===== config.mk =====
export PLATFORM = sky130hd
export DESIGN_NAME = pad_in_debounce
export DESIGN_NICKNAME = d
export VERILOG_FILES = /design/src/rtl/pad_ctrl_pkg.sv /design/src/rtl/pad_sync.sv /design/src/rtl/pad_in_debounce.sv
export SDC_FILE = /design/constraint.sdc
export NUM_CORES = 1
export LEC_CHECK = 0
export ABC_AREA = 1
export BUFFER_PORTS_ARGS = -buffer_cell sky130_fd_sc_hd__buf_2
export CORE_MARGIN = 4
export CORE_UTILIZATION = 25
export DETAILED_ROUTE_END_ITERATION = 8
export GPL_ROUTABILITY_DRIVEN = 1
export HOLD_SLACK_MARGIN = 0.1
export PLACE_DENSITY_LB_ADDON = 0.1
export SLEW_MARGIN = 20
export SYNTH_ARGS = -nofsm -noshare
export SYNTH_HDL_FRONTEND = slang
export SYNTH_SLANG_ARGS = --single-unit

===== constraint.sdc =====
create_clock -name clk_i -period 2.1 [get_ports clk_i]
set_input_delay 0.105 -clock clk_i [delete_from_list [all_inputs] [get_ports clk_i]]
set_output_delay 0.105 -clock clk_i [all_outputs]
set_load 0.005 [all_outputs]

===== src/rtl/pad_ctrl_pkg.sv =====
`default_nettype none
// ---------------------------------------------------------------------------
// pad_ctrl_pkg : shared debounce FSM states, glitch-counter width and helper
// Revision 1.0
// ---------------------------------------------------------------------------
package pad_ctrl_pkg;

  typedef enum logic [0:0] {
    STABLE  = 1'b0,
    QUALIFY = 1'b1
  } dbnc_state_e;

  localparam int GLITCH_W = 16;

  function automatic logic [GLITCH_W-1:0] sat_inc(input logic [GLITCH_W-1:0] v);
    return (&v) ? v : v + GLITCH_W'(1);
  endfunction

endpackage
`default_nettype wire


===== src/rtl/pad_sync.sv =====
`default_nettype none
// ---------------------------------------------------------------------------
// pad_sync : multi-flop synchronizer for an asynchronous pad input (2..4 stages)
// Revision 1.0
// ---------------------------------------------------------------------------
module pad_sync #(
  parameter int   SYNC_STAGES = 2,
  parameter logic RESET_LEVEL = 1'b0
) (
  input  logic clk_i,
  input  logic rst_i,
  input  logic d_i,
  output logic q_o
);

  logic [SYNC_STAGES-1:0] sync_q;

  always_ff @(posedge clk_i) begin
    if (rst_i) begin
      sync_q <= {SYNC_STAGES{RESET_LEVEL}};
    end else begin
      sync_q <= {sync_q[SYNC_STAGES-2:0], d_i};
    end
  end

  assign q_o = sync_q[SYNC_STAGES-1];

endmodule
`default_nettype wire


===== src/rtl/pad_in_debounce.sv =====
`default_nettype none
// ---------------------------------------------------------------------------
// pad_in_debounce : synchronize, qualify and edge-detect a pad receive value
// Revision 1.0
// ---------------------------------------------------------------------------
module pad_in_debounce
  import pad_ctrl_pkg::*;
#(
  parameter int   CNT_W       = 8,
  parameter int   SYNC_STAGES = 2,
  parameter logic RESET_LEVEL = 1'b0
) (
  input  logic                clk_i,
  input  logic                rst_i,
  input  logic                pad_in_i,
  input  logic                pad_oen_i,
  input  logic                en_i,
  input  logic [CNT_W-1:0]    thresh_i,
  input  logic                glitch_clr_i,
  output logic                level_o,
  output logic                rise_o,
  output logic                fall_o,
  output logic                busy_o,
  output logic [GLITCH_W-1:0] glitch_cnt_o
);

  logic                s;
  dbnc_state_e         state_q, state_d;
  logic [CNT_W-1:0]    cnt_q, cnt_d;
  logic                level_q, level_d;
  logic                rise_q, rise_d;
  logic                fall_q, fall_d;
  logic                busy_q;
  logic [GLITCH_W-1:0] glitch_q, glitch_d;

  pad_sync #(
    .SYNC_STAGES(SYNC_STAGES),
    .RESET_LEVEL(RESET_LEVEL)
  ) u_sync (
    .clk_i(clk_i),
    .rst_i(rst_i),
    .d_i  (pad_in_i),
    .q_o  (s)
  );

  always_comb begin
    state_d  = state_q;
    cnt_d    = cnt_q;
    level_d  = level_q;
    rise_d   = 1'b0;
    fall_d   = 1'b0;
    glitch_d = glitch_q;
    // A disabled filter, or a pad we are driving ourselves, must not qualify.
    if (!en_i || !pad_oen_i) begin
      state_d = STABLE;
      cnt_d   = '0;
    end else begin
      case (state_q)
        STABLE: begin
          if (s != level_q) begin
            if (thresh_i == '0) begin
              level_d = s;
              rise_d  = s;
              fall_d  = ~s;
            end else begin
              state_d = QUALIFY;
              cnt_d   = CNT_W'(1);
            end
          end else begin
            cnt_d = '0;
          end
        end
        QUALIFY: begin
          if (s == level_q) begin
            state_d  = STABLE;
            cnt_d    = '0;
            glitch_d = sat_inc(glitch_q);
          end else if (cnt_q >= thresh_i) begin
            level_d = s;
            rise_d  = s;
            fall_d  = ~s;
            state_d = STABLE;
            cnt_d   = '0;
          end else if (cnt_q != '1) begin
            cnt_d = cnt_q + CNT_W'(1);
          end
        end
        default: begin
          state_d = STABLE;
          cnt_d   = '0;
        end
      endcase
    end
    if (glitch_clr_i) begin
      glitch_d = '0;
    end
  end

  always_ff @(posedge clk_i) begin
    if (rst_i) begin
      state_q  <= STABLE;
      cnt_q    <= '0;
      level_q  <= RESET_LEVEL;
      rise_q   <= 1'b0;
      fall_q   <= 1'b0;
      busy_q   <= 1'b0;
      glitch_q <= '0;
    end else begin
      state_q  <= state_d;
      cnt_q    <= cnt_d;
      level_q  <= level_d;
      rise_q   <= rise_d;
      fall_q   <= fall_d;
      busy_q   <= (state_d == QUALIFY);
      glitch_q <= glitch_d;
    end
  end

  assign level_o      = level_q;
  assign rise_o       = rise_q;
  assign fall_o       = fall_q;
  assign busy_o       = busy_q;
  assign glitch_cnt_o = glitch_q;

endmodule
`default_nettype wire


Word level (Yosys, flattened, before mapping). Cells that the tools add are included.

Register bits after elaboration: 30. Word-level logic and storage cells: 59.

Add/subtract/negate cells: 2. Magnitude comparators: 1. Equality and inequality tests: 9. Multiplexer cells: 26. Bitwise logic cells: 4. Reduce and logical (&&, ||, !) cells: 10.

Operators by type and width (number): two-way mux 8 bit (5); adder 16 x 1 -> 16 bit (second input constant) (1); two-way mux 1 bit (16); one-hot mux 8 bit (2 select lines) (1); AND reduction 16 bit (1); adder 8 x 1 -> 8 bit (second input constant) (1); >= comparator 8 bit (1); logical NOT 8 bit (1); != test 8 bit (second input constant) (1); one-hot mux 1 bit (2 select lines) (4); != test 2 bit (second input constant) (3); AND reduction 5 bit (1); != test 4 x 1 -> 1 bit (second input constant) (1); NOT 1 bit (4); AND reduction 4 bit (1); OR reduction 2 bit (2); != test 3 bit (second input constant) (1); logical NOT 1 bit (2); != test 2 x 1 -> 1 bit (second input constant) (1); AND reduction 2 bit (1); equality test 1 bit (1); logical OR 1 bit (1); != test 1 bit (1).

Longest topological paths before layout. Gate-level depths: netlist of the first run.

Word-level depth: 5. Depth in mapped cells: 13. Gate-level depth less buffers: 13.

Cells and area by module. From an unflattened synthesis of the first run, not the netlist that was laid out.

Cells, all modules: 290. Area total of the unflattened synthesis: 1920.6 sq um.

Modules (own cells, without submodules): pad_in_debounce (instances 1, cells each 284, area an instance 1865.5 sq um); pad_sync (instances 1, cells each 6, area an instance 55.1 sq um).

Worst setup path before layout of the first run. No wires, ideal clock.

Path type: register -> register. Start: register cnt_q[0]. End: register level_q, in the netlist level_o. Library setup time: 115 ps. Arrival time: 1518 ps. Data required time: 1985 ps. Slack: 467 ps. Stages on the path, launching flop included: 11. Period minus slack after synthesis: 1633 ps. Path through: dfxtp_1 inv_1 ha_1 nand2_1 nor2_1 nor2_1 nand2_1 a21oi_1 nand2_1 a21oi_1 nor2_1.

Longest elaborated chain between the ends: 3.

Ends and longest elaborated chain: start, declared (RTL line pad_in_debounce.sv:29) `logic [CNT_W-1:0] cnt_q, cnt_d;`; start signal, assigned (RTL line pad_in_debounce.sv:110) `cnt_q <= cnt_d;`; >= comparator 8 bit (RTL line pad_in_debounce.sv:78) `end else if (cnt_q >= thresh_i) begin`; != test 2 x 1 -> 1 bit (no line); AND reduction 5 bit (no line); end signal, assigned (RTL line pad_in_debounce.sv:111) `level_q <= level_d;`; end, declared (RTL line pad_in_debounce.sv:30) `logic level_q, level_d;`.

No other way between the ends. A chain may end at the register's enable or synchronous reset.

Final worst setup path of the first run.
Start: register glitch_q[0], in the netlist glitch_cnt_o[0]. End: register glitch_q[13], in the netlist glitch_cnt_o[13].

Longest elaborated chain between the ends: 3. Elaborated cells between the ends (all ways): 4.

Ends and longest elaborated chain: start, declared (RTL line pad_in_debounce.sv:34) `logic [GLITCH_W-1:0] glitch_q, glitch_d;`; start signal, assigned (RTL line pad_in_debounce.sv:115) `glitch_q <= glitch_d;`; branches (longest 3 deep; another with adder 16 x 1 -> 16 bit).

Parallel ways; which one is timed is not known.

==> metrics.md, run 1 <==
| Metric | Value |
|---|---|
| Drt via density | `4.233` |
| Clk root buf | `clkbuf_8` |
| Skew final | `4.119 ps` |
| Worst Setup Path Type | `reg -> reg` |
| CP Max Fanout | `16` |
| Per-cell routed wire length | `about 11 um` |
| Clock Pin Slew Worst Setup and Hold Paths | `around 60 ps` |
| Worst slew pin tran | `approximately 580 ps` |
| Fill cell count | `883` |
| Setup violations, final | `0` |
| Cell family with most CP delay | `simple AND/OR/NAND/NOR gates` |
| H-tree Lvls | `2` |
| Worst min path class | `in -> reg` |
| Fmax | `0.5478 GHz` |
| Required @ worst endpoint | `2240 ps` |
| TritonCTS clock tree | `built` |
| Largest net degree at the start of global routing | `17` |
| Post-Syn Nets | `327` |
| Most frequent cells after synthesis | `76 x nand2_1, 43 x inv_1, 42 x nor2_1` |
| WHS | `~150 ps` |
| CTS resizes | `0` |
| GRT Resource Usage Total | `0.1118` |
| Layout area overhead | `20.39%` |
| Clk_lat worst skew | `around 280 ps` |
| Most repeated cell in the gate-level netlist after synthesis | `nand2_1` |
| Post-route non-filler standard cell count | `451` |
| First-pass GRT wire length | `just under 9 mm` |
| Period utilization | `0.8693` |
| Final Hold Viols | `0` |
| Hold_buf cts | `3` |
| Starting Density | `0.2584` |
| Fin nets | `about 370` |
| CP arrival | `around 2000 ps` |
| Area contributors post-synth | `dfxtp_1 30%, nand2_1 14%, inv_1 8.0%, nor2_1 7.9%, ha_1 6.2%` |
| Number of flops mapped to enable cells by yosys | `0` |
| Grt total ovfl | `0` |
| Max-slew violation count | `0` |
| Initial antenna violation count | `0` |
| Synth unique cells | `29` |
| Pwr/cell area | `446.2 nW/um^2` |
| Die area | `9525 um^2` |
| Floorplan row count | `32` |
| Routed wire length | `5.097 mm` |
| Width of the chip | `97.60 um` |
| Gate Count Post-Synth | `303` |
| Clk sinks | `30` |
| # IOs | `34` |
| Vias | `between 1,500 and 2,000` |
| CP Launch Type | `flop` |
| Antenna cells | `0` |
| Placed cell count | `441` |
| DP HPWL | `approximately 4.0 mm` |
| Top cell type's share of synthesized area | `0.2993` |
| 1st-iter DRT viols | `59` |
| Crit path buffers/inverters | `1` |
| # Max-Cap Violations | `0` |
| Post-synthesis sequential area ratio | `0.2993` |
| Die Ht | `97.60 um` |
| Post-CTS setup buffers | `0` |
| Status | `finished, final reports clean` |
| Crit-path max cell delay | `420 ps` |
| Final ANT Viol Nets | `0` |
| Leak Pwr | `1.062 nW` |
| Drt drc | `0` |
| Area leader, netlist | `dfxtp_1` |
| Drt pass-1 iters | `4` |
| Share of layout cells above drive strength 1 | `0.2120` |
| Unrepaired setup endpoints after global routing | `no` |
| Worst vdd ir | `between 0.15 and 0.2 mV` |
| GPL Wtd Cong | `between 0.8 and 0.9` |
| Asr flop ratio synth | `0` |
| Critical-path top delay cell | `dfxtp_1` |
| #FFs+latches synth | `30` |
| Mapped Avg Cell Area | `around 6.6 um^2` |
| Synthesis Warnings | `0` |
| Bufs on Longest Clock Path | `2` |
| Main synth FF type | `dfxtp_1` |
| Critical Path Sink Type | `flop` |
| Relative slew slack | `0.6102` |
| Mapped cell area | `2007 um^2` |
| Fin crit period | `1826 ps` |
| CTS buffer count | `5` |
| IO Port Bufs | `33` |
| Fin Setup TNS | `0 ps` |
| Util after Layout | `0.3111` |
| Vias in the first global route | `about 1,800` |
| Sequence of cells on the critical path | `ha_1 > nand2_2 > nor3_4 > nand4_2 > nand2_4 > inv_4 > nand2_1 > nand2_1 > nand2_1 > nor2_1` |
| Core area | `between 7000 and 8000 um^2` |
| Most used cell, CP | `nand2_1` |
## metal layers
metal / share of wire / up-vias / global-route usage
li1: - / 1038 / -
met1: 0.48 / 830 / 0.1441
met2: 0.47 / 34 / 0.1866
met3: 0.040 / 7 / 0.02728
met4: 0.010 / 0 / 0.02875
met5: 0 / - / 0
## worst register-to-register path: stages (launching register included)
cell	delay [ps]
dfxtp_1	420
ha_1	260
nand2_2	100
nor3_4	250
nand4_2	160
nand2_4	170
inv_4	120
nand2_1	80
nand2_1	40
nand2_1	50
nor2_1	40
## cell usage in the layout, fill, tap and decap left out
cell type      netlist  layout
o21ai_0              4       4
clkbuf_1             1       2
nor3_4               2       2
or2_2                1       1
inv_2                3       3
or2_1                1       1
nand2_4              2       2
nand4_2              1       1
xor2_1               9       9
a21oi_2              6       6
nor3_1               8       8
dlygate4sd3_1        0       3
nand3b_1             2       2
a21oi_1             17      17
nor3_2               1       1
nand3_1             14      14
nor2_1              42      42
inv_4                2       2
dfxtp_1             30      30
o21bai_1             1       1
nand2_1             76      76
nand4_1              9       9
clkbuf_8             0       5
nor2_2               1       1
o21ai_1              2       2
nand2_2             11      11
buf_2                0      33
ha_1                10      10
xnor2_1              2       2
inv_1               43      43
buf_4                0       6
## final cells by class
cell class / instances / area [um^2] / area share
Sequential cell: 30 / 600.6 / 0.2486
Timing Repair Buffer: 42 / 240.2 / 0.09943
Inverter: 48 / 185.2 / 0.07664
Tap cell: 102 / 127.6 / 0.05282
Multi-Input combinational cell: 222 / 1186 / 0.4909
Clock buffer: 7 / 76.32 / 0.03159
## metrics by stage
step | setup slack [ps] | cell area (um^2) | total power (W)
after global routing | 10.51 | 2416 | 0.001137
after global placement | 194.9 | 2310 | 0.0006469
after CTS | 208.7 | 2416 | 0.001102
final | 274.5 | 2416 | 0.001078
after floorplan | 466.8 | 2007 | 0.0006221
after detailed placement | 211.4 | 2310 | 0.0006469
## worst paths after layout
path	startpoint	to	slack, ps	cells past startpoint
max reg2reg	glitch_cnt_o[0]	glitch_cnt_o[13]	270	10
min	glitch_clr_i	glitch_cnt_o[1]	150	4
max	glitch_cnt_o[0]	glitch_cnt_o[13]	270	10
min reg2reg	u_sync.sync_q[0]	u_sync.sync_q[1]	410	2
## sequential cells by signal, summed over array words and instances (netlist names)
signal / flops
level_o: 1
busy_o: 1
glitch_cnt_o: 16
cnt_q: 8
rise_o: 1
u_sync.sync_q: 2
fall_o: 1
## cells by family (layout without fill, tap and decap cells)
logic type / Yosys count / count (layout) / synth area share
XOR/XNOR: 11 / 11 / 0.04801
flip-flops: 30 / 30 / 0.2993
adder cells (fa/ha/maj): 10 / 10 / 0.06234
AND/OR/NAND/NOR: 171 / 171 / 0.3934
AO/OA/AOI/OAI: 30 / 30 / 0.08728
buffers and inverters: 51 / 97 / 0.1097
## where the power goes
part | internal [W] | switching, W
logic | 0.0000253 | 0.0000388
registers | 0.000571 | 0.00000167
clock network | 0.000228 | 0.000213
total | 0.000825 | 0.000253
No activity file was read; power rests on OpenSTA's default activity.
==> run 2, diff against run 1 <==
--- a/config.mk
+++ b/config.mk
@@ -5,7 +5,7 @@
 export SDC_FILE = /design/constraint.sdc
 export NUM_CORES = 1
 export LEC_CHECK = 0
-export ABC_AREA = 1
+export ABC_AREA = 0
 export BUFFER_PORTS_ARGS = -buffer_cell sky130_fd_sc_hd__buf_2
 export CORE_MARGIN = 4
 export CORE_UTILIZATION = 25
==> constraint.sdc (replaced) <==
create_clock -name clk_i -period 1.5 [get_ports clk_i]
set_input_delay 0.075 -clock clk_i [delete_from_list [all_inputs] [get_ports clk_i]]
set_output_delay 0.075 -clock clk_i [all_outputs]
set_load 0.005 [all_outputs]
==> run 2 against run 1 <==
  * The flow now finishes with violations (negative setup slack)
  * Maximum frequency decreased by 1.9%
  * Combinational power increased by 92%
  * Critical path depth decreased by 3
  * Largest cell class unchanged
==> metrics.md, run 2 <==
| Metric | Value |
|---|---|
| Status | `finished, violations left` |
| Failing checks | `negative setup slack` |
| TritonCTS clock tree | `built` |
| Placed inst area | `2486 um^2 (+7.6%)` |
| Worst slew pin tran | `510.1 ps (-73.89 ps)` |
| Relative slew slack | `0.6587 (+0.04843)` |
| Unrepaired setup endpoints after global routing | `yes` |
| Drt drc | `0 (unchanged)` |
| Critical-path top delay cell | `or4_4` |
| Share of layout cells above drive strength 1 | `0.4868 (+0.2748)` |
| Worst Setup Path Type | `reg -> reg` |
| Die Ht | `91.59 um (-6.2%)` |
| CP arrival | `2070 ps (+100 ps)` |
| WHS | `151.9 ps (+3.335 ps)` |
| Largest register FFs | `16 (unchanged)` |
| Main synth FF type | `dfxtp_1` |
| Required @ worst endpoint | `1710 ps (-530 ps)` |
| Worst vdd ir | `0.3275 mV (+88%)` |
| Fin crit period | `1861 ps (+35.96 ps)` |
| Clock Pin Slew Worst Setup and Hold Paths | `70 ps (about the same)` |
| # IOs | `34 (unchanged)` |
| Antenna cells | `0 (unchanged)` |
| Synthesis Warnings | `0 (unchanged)` |
| Synth unique cells | `47 (+62%)` |
| Final Cell Area | `2940 um^2 (+22%)` |
| Max-slew violation count | `0 (unchanged)` |
| Skew final | `2.358 ps (-1.761 ps)` |
| Area leader, netlist | `dfxtp_1` |
| Worst setup margin | `-361.5 ps (-636.0 ps)` |
| Fin Setup TNS | `-3816 ps (-3816 ps)` |
| Mapped cell area | `1747 um^2 (-13%)` |
| Pwr/cell area | `602.2 nW/um^2 (+35%)` |
| Sequence of cells on the critical path | `ha_4 > or4_4 > a21oi_4 > o311a_4 > buf_12 > o311ai_2 > a21oi_1` |
| Placed cell count | `385 (-13%)` |
| Final Hold Viols | `0 (unchanged)` |
| GPL Wtd Cong | `0.7506 (-7.3%)` |
| Fmax | `0.5372 GHz (-1.9%)` |
| Asr flop ratio synth | `0 (unchanged)` |
| Fin nets | `328 (-12%)` |
| Top cell type's share of synthesized area | `0.3438 (+0.04459)` |
| Starting Density | `0.2571 (-0.001286)` |
| Clk root buf | `clkbuf_8` |
| H-tree Lvls | `2 (unchanged)` |
| IO Port Bufs | `33 (unchanged)` |
| 1st-iter DRT viols | `49 (-17%)` |
| Per-cell routed wire length | `12.92 um (+14%)` |
| Commonest non-fill, non-tap cell in the layout | `buf_4` |
| Layout area overhead | `68.34%` |
| # Max-Cap Violations | `0 (unchanged)` |
| Width of the chip | `91.59 um (-6.2%)` |
| Vias | `1,827 (-4.3%)` |
| GRT Resource Usage Total | `0.1257 (+0.01385)` |
| Vias in the first global route | `1,845 (+3.0%)` |
| Most frequent cells in the layout | `51 x buf_4, 33 x buf_2, 24 x nor2_1` |
| Post-route non-filler standard cell count | `400 (-11%)` |
| Largest net degree at the start of global routing | `18 (+1)` |
| Final ANT Viol Nets | `0 (unchanged)` |
| Util after Layout | `0.4328 (+0.1217)` |
| Drt pass-1 iters | `4 (unchanged)` |
| Die area | `8388 um^2 (-12%)` |
| Area contributors post-synth | `dfxtp_1 34%, ha_1 7.2%, xnor2_1 6.5%, nor2_1 5.2%, nand2_1 3.9%` |
| CP Launch Type | `flop` |
| Number of flops mapped to enable cells by yosys | `0 (unchanged)` |
| Crit-path max cell delay | `520 ps (+100 ps)` |
| Clk sinks | `30 (unchanged)` |
| Most frequent cells after synthesis | `30 x dfxtp_1, 24 x nor2_1, 18 x nand2_1` |
| Worst min path class | `in -> reg` |
| Setup violations, final | `22 (+22)` |
| Period utilization | `1.241 (+0.3717)` |
| Bufs on Longest Clock Path | `2 (unchanged)` |
| Routed wire length | `5.169 mm (+1.4%)` |
| Core area | `6794 um^2 (-13%)` |
| Critical Path Sink Type | `flop` |
| Leak Pwr | `1.245 nW (+17%)` |
| Clk_lat worst skew | `280 ps (about the same)` |
| Floorplan row count | `30 (-6.3%)` |
| Post-Syn Nets | `231 (-29%)` |
| CP Max Fanout | `6 (-10)` |
| Most repeated cell in the gate-level netlist after synthesis | `dfxtp_1` |
| CTS buffer count | `5 (unchanged)` |
| DP HPWL | `3.789 mm (-5.9%)` |
| First-pass GRT wire length | `8.597 mm (-1.2%)` |
| Drt via density | `4.568 (+7.9%)` |
| Initial antenna violation count | `0 (unchanged)` |
| #FFs+latches synth | `30 (unchanged)` |
| Grt total ovfl | `0 (unchanged)` |
| Post-synthesis sequential area ratio | `0.3438 (+0.04459)` |
| Mapped Avg Cell Area | `8.438 um^2 (+27%)` |
| Gate Count Post-Synth | `207 (-32%)` |
[run 2: changes by cell type in the layout (fill, tap and decap cells not counted), moves of 7 or more]
cell,before,now
a21oi_1,17,4
buf_4,6,51
xor2_1,9,1
xnor2_1,2,13
nand2_1,76,17
inv_1,43,10
dfxtp_1,30,22
nand2_2,11,0
nor2_1,42,24
dfxtp_2,0,7
[run 2: cells by family (layout without fill, tap and decap cells)]
kind of cell	count (synthesis)	count (layout)	share of synthesized area
xor gates and xnor gates	15	15	0.07952
DFF	30	30	0.3438
adders and majority gates	10	10	0.07163
AOI/OAI and AO/OA	30	30	0.1275
muxes	2	2	0.01146
buffers and inverters	14	111	0.03080
and+or+nand+nor	106	106	0.3352
[run 2: power breakdown]
group          total (W)  leakage, nW  switching (W)  internal, W
clock network   0.000847       0.0573       0.000316     0.000531
logic           0.000123        0.941      0.0000583    0.0000644
registers       0.000801        0.246     0.00000281     0.000798
total            0.00177         1.24       0.000377      0.00139
[run 2: what timing repair did]
action	in CTS	in global routing
gates resized for setup	20	32
hold endpoints to repair	2	0
gates cloned	1	0
endpoints found under the setup margin	25	28
hold buffers	3	0
pin swaps	6	26
buffers inserted	3	2
[run 2: layout make-up]
class | count | area (um^2)
inverter | 10 | 37.54
timing repair buffer | 94 | 681.9
fill | 686 | 3854
multi-input combinational | 163 | 1375
clock buffer | 6 | 82.58
sequential | 30 | 613.1
clock inverter | 1 | 30.03
tap | 96 | 120.1
[run 2: worst max-delay path: cells and delay by family (launching register included)]
family,cells,cell delay (ps)
compound gates,4,650
simple gates,1,520
flops,1,350
fa+ha+maj,1,150
buf+inv,1,130
[run 2: worst paths after layout]
path / to / slack, ps / cells past startpoint / from
max: cnt_q[7] / -360 / 7 / cnt_q[1]
min: cnt_q[5] / 150 / 3 / rst_i
max reg2reg: cnt_q[7] / -360 / 7 / cnt_q[1]
min reg2reg: u_sync.sync_q[1] / 440 / 1 / u_sync.sync_q[0]
[run 2: through the flow]
| stage | power [W] | setup WS, ps |
|---|---|---|
| after detailed placement | 0.0009183 | -378.0 |
| after floorplan | 0.0008662 | -273.4 |
| after global routing | 0.001835 | -411.0 |
| after CTS | 0.001791 | -361.4 |
| after global placement | 0.0009182 | -362.8 |
| final | 0.001771 | -361.5 |
[run 2: routing by layer]
| metal | vias to the layer above | track usage | wire length (um) |
|---|---|---|---|
| li1 | 937 | - | - |
| met1 | 848 | 0.1508 | 2222 |
| met2 | 34 | 0.2191 | 2681 |
| met3 | 8 | 0.03065 | 184 |
| met4 | 0 | 0.03894 | 81 |
| met5 | - | 0 | 0 |
==> run 3, diff against run 2 <==
==> constraint.sdc (replaced) <==
create_clock -name clk_i -period 1.5 [get_ports clk_i]
set_input_delay 0.15 -clock clk_i [delete_from_list [all_inputs] [get_ports clk_i]]
set_output_delay 0.15 -clock clk_i [all_outputs]
set_load 0.005 [all_outputs]
==> run 3 against run 2 <==
  * The flow still finishes with violations (negative setup slack)
  * Critical path depth did not move
  * Clock-buffer cell count is 1 higher
  * Largest cell class unchanged
  * Die area did not move
  * Via count shrank 0.22%
  * Combinational power decreased by 3%
  * Cell area up 1.2%
  * Sequential share of layout area hardly changed
  * Maximum frequency rose by 0.40%
  * Highest routed layer unchanged
  * Sequential power hardly changed
  * Clock power is 20% lower
  * Global-route usage up 0.065 points
  * Worst setup slack gained 7.4 ps
==> metrics.md, run 3 (same netlist as run 2, synthesis figures left out) <==
| Metric | Value |
|---|---|
| Skew final | `5.500 ps (+3.142 ps)` |
| Final Cell Area | `2975 um^2 (+1.2%)` |
| Fill cell count | `682 (-0.58%)` |
| Clk_lat worst skew | `280 ps (about the same)` |
| Initial antenna violation count | `0 (unchanged)` |
| Vias | `1,823 (-0.22%)` |
| Period utilization | `1.236 (-0.004923)` |
| Drt via density | `4.512 (-1.2%)` |
| Layout area overhead | `70.34%` |
| Relative slew slack | `0.6150 (-0.04363)` |
| Bufs on Longest Clock Path | `2 (unchanged)` |
| Grt total ovfl | `0 (unchanged)` |
| Per-cell routed wire length | `13.03 um (+0.81%)` |
| Fin nets | `331 (+0.91%)` |
| Placed inst area | `2479 um^2 (-0.30%)` |
| CP Launch Type | `flop` |
| Routed wire length | `5.263 mm (+1.8%)` |
| Fmax | `0.5393 GHz (+0.40%)` |
| Commonest non-fill, non-tap cell in the layout | `buf_4` |
| Largest net degree at the start of global routing | `18 (unchanged)` |
| Setup violations, final | `19 (-14%)` |
| Met1 Usage GRT | `0.1568 (+0.006000)` |
| Worst min path class | `in -> reg` |
| IO Port Bufs | `33 (unchanged)` |
| GR Util met2 | `0.2088 (-0.01035)` |
| Die area | `8388 um^2 (unchanged)` |
| Floorplan row count | `30 (unchanged)` |
| H-tree Lvls | `2 (unchanged)` |
| Share of layout cells above drive strength 1 | `0.5325 (+0.04563)` |
| GPL Wtd Cong | `0.7154 (-4.7%)` |
| Worst slew pin tran | `575.3 ps (+65.21 ps)` |
| Worst Setup Path Type | `reg -> reg` |
| Unrepaired setup endpoints after global routing | `yes` |
| Leak Pwr | `1.256 nW (+0.92%)` |
| Worst setup margin | `-354.1 ps (+7.384 ps)` |
| Worst vdd ir | `0.3162 mV (-3.5%)` |
| Starting Density | `0.2571 (unchanged)` |
| Drt drc | `0 (unchanged)` |
| Met3 Resource Use GR | `0.03065 (unchanged)` |
| GRT Max-Usage Layer | `met2` |
| 1st-iter DRT viols | `43 (-12%)` |
| Max-slew violation count | `0 (unchanged)` |
| Width of the chip | `91.59 um (unchanged)` |
| CTS buffer count | `5 (unchanged)` |
| Fin crit period | `1854 ps (-7.384 ps)` |
| Required @ worst endpoint | `1720 ps (about the same)` |
| Clk sinks | `30 (unchanged)` |
| Pwr/cell area | `536.9 nW/um^2 (-11%)` |
| Critical Path Sink Type | `flop` |
| Largest register FFs | `16 (unchanged)` |
| First-pass GRT wire length | `8.549 mm (-0.56%)` |
| TritonCTS clock tree | `built` |
| Antenna cells | `0 (unchanged)` |
| Clock Pin Slew Worst Setup and Hold Paths | `60 ps (about the same)` |
| GRT Resource Usage Total | `0.1263 (+0.0006488)` |
| Clk root buf | `clkbuf_8` |
| Final Hold Viols | `0 (unchanged)` |
| # IOs | `34 (unchanged)` |
| Status | `finished, violations left` |
| # Max-Cap Violations | `0 (unchanged)` |
| CP Max Fanout | `6 (unchanged)` |
| Drt pass-1 iters | `4 (unchanged)` |
| Failing checks | `negative setup slack` |
| WHS | `172.6 ps (+20.67 ps)` |
| DP HPWL | `3.863 mm (+2.0%)` |
| Die Ht | `91.59 um (unchanged)` |
| CP arrival | `2070 ps (about the same)` |
| Vias in the first global route | `1,843 (-0.11%)` |
| Final ANT Viol Nets | `0 (unchanged)` |
| Most frequent cells in the layout | `56 x buf_4, 33 x buf_2, 22 x nor2_1` |
| Core area | `6794 um^2 (unchanged)` |
run 3: path summary, 6_finish.rpt:
path	endpoint	startpoint	depth (start not counted)	slack, ps
worst min-delay path	u_sync.sync_q[1]	rst_i	3	170
worst min register to register	u_sync.sync_q[1]	u_sync.sync_q[0]	1	440
worst max register to register	cnt_q[2]	cnt_q[1]	7	-350
worst max-delay path	cnt_q[2]	cnt_q[1]	7	-350
run 3: worst max-delay path, cell delays in order, from the launching register on:
cell and delay (ps):
dfxtp_2 340, ha_4 150, or4_4 530, a21oi_4 150
o311a_4 240, buf_12 130, o211ai_1 70, a21bo_1 200
run 3: cell type report:
cell class                      count  area (um^2)  area share
Clock buffer                        7        86.33     0.02902
Clock inverter                      1        5.005    0.001682
Multi-Input combinational cell    163         1410      0.4739
Tap cell                           96        120.1     0.04037
Inverter                           10        37.54     0.01262
Sequential cell                    30        619.3      0.2082
Timing Repair Buffer               97        696.9      0.2342
run 3: power by group:
part	total, W	internal [W]	switching, W
clock network	0.000678	0.000370	0.000308
registers	0.000800	0.000798	0.00000257
logic	0.000119	0.0000608	0.0000583
total	0.00160	0.00123	0.000369
run 3: what timing repair did:
item,4_1_cts,5_1_grt
cloned,0,1
pin swaps,4,28
setup buffers,4,6
hold endpoints to repair,1,0
hold buffers,1,0
gates resized for setup,17,49
endpoints found under the setup margin,24,28
run 3: stage by stage:
stage | setup slack (ps) | instances | util | power [W] | setup TNS (ps)
after floorplan | -273.4 | 207 | - | 0.0008662 | -2258
final | -354.1 | 404 | 0.4379 | 0.001597 | -3946
after global placement | -354.1 | 384 | 0.3648 | 0.0009190 | -4919
after CTS | -348.9 | 397 | 0.3961 | 0.001615 | -3573
after global routing | -405.6 | 404 | 0.4379 | 0.001678 | -5871
after detailed placement | -371.3 | 384 | 0.3648 | 0.0009191 | -4984
run 3: routing by layer:
layer / up-vias / wire (um)
met2: 23 / 2666
met4: 0 / 63
met5: - / 0
met1: 852 / 2375
met3: 6 / 157
li1: 942 / -
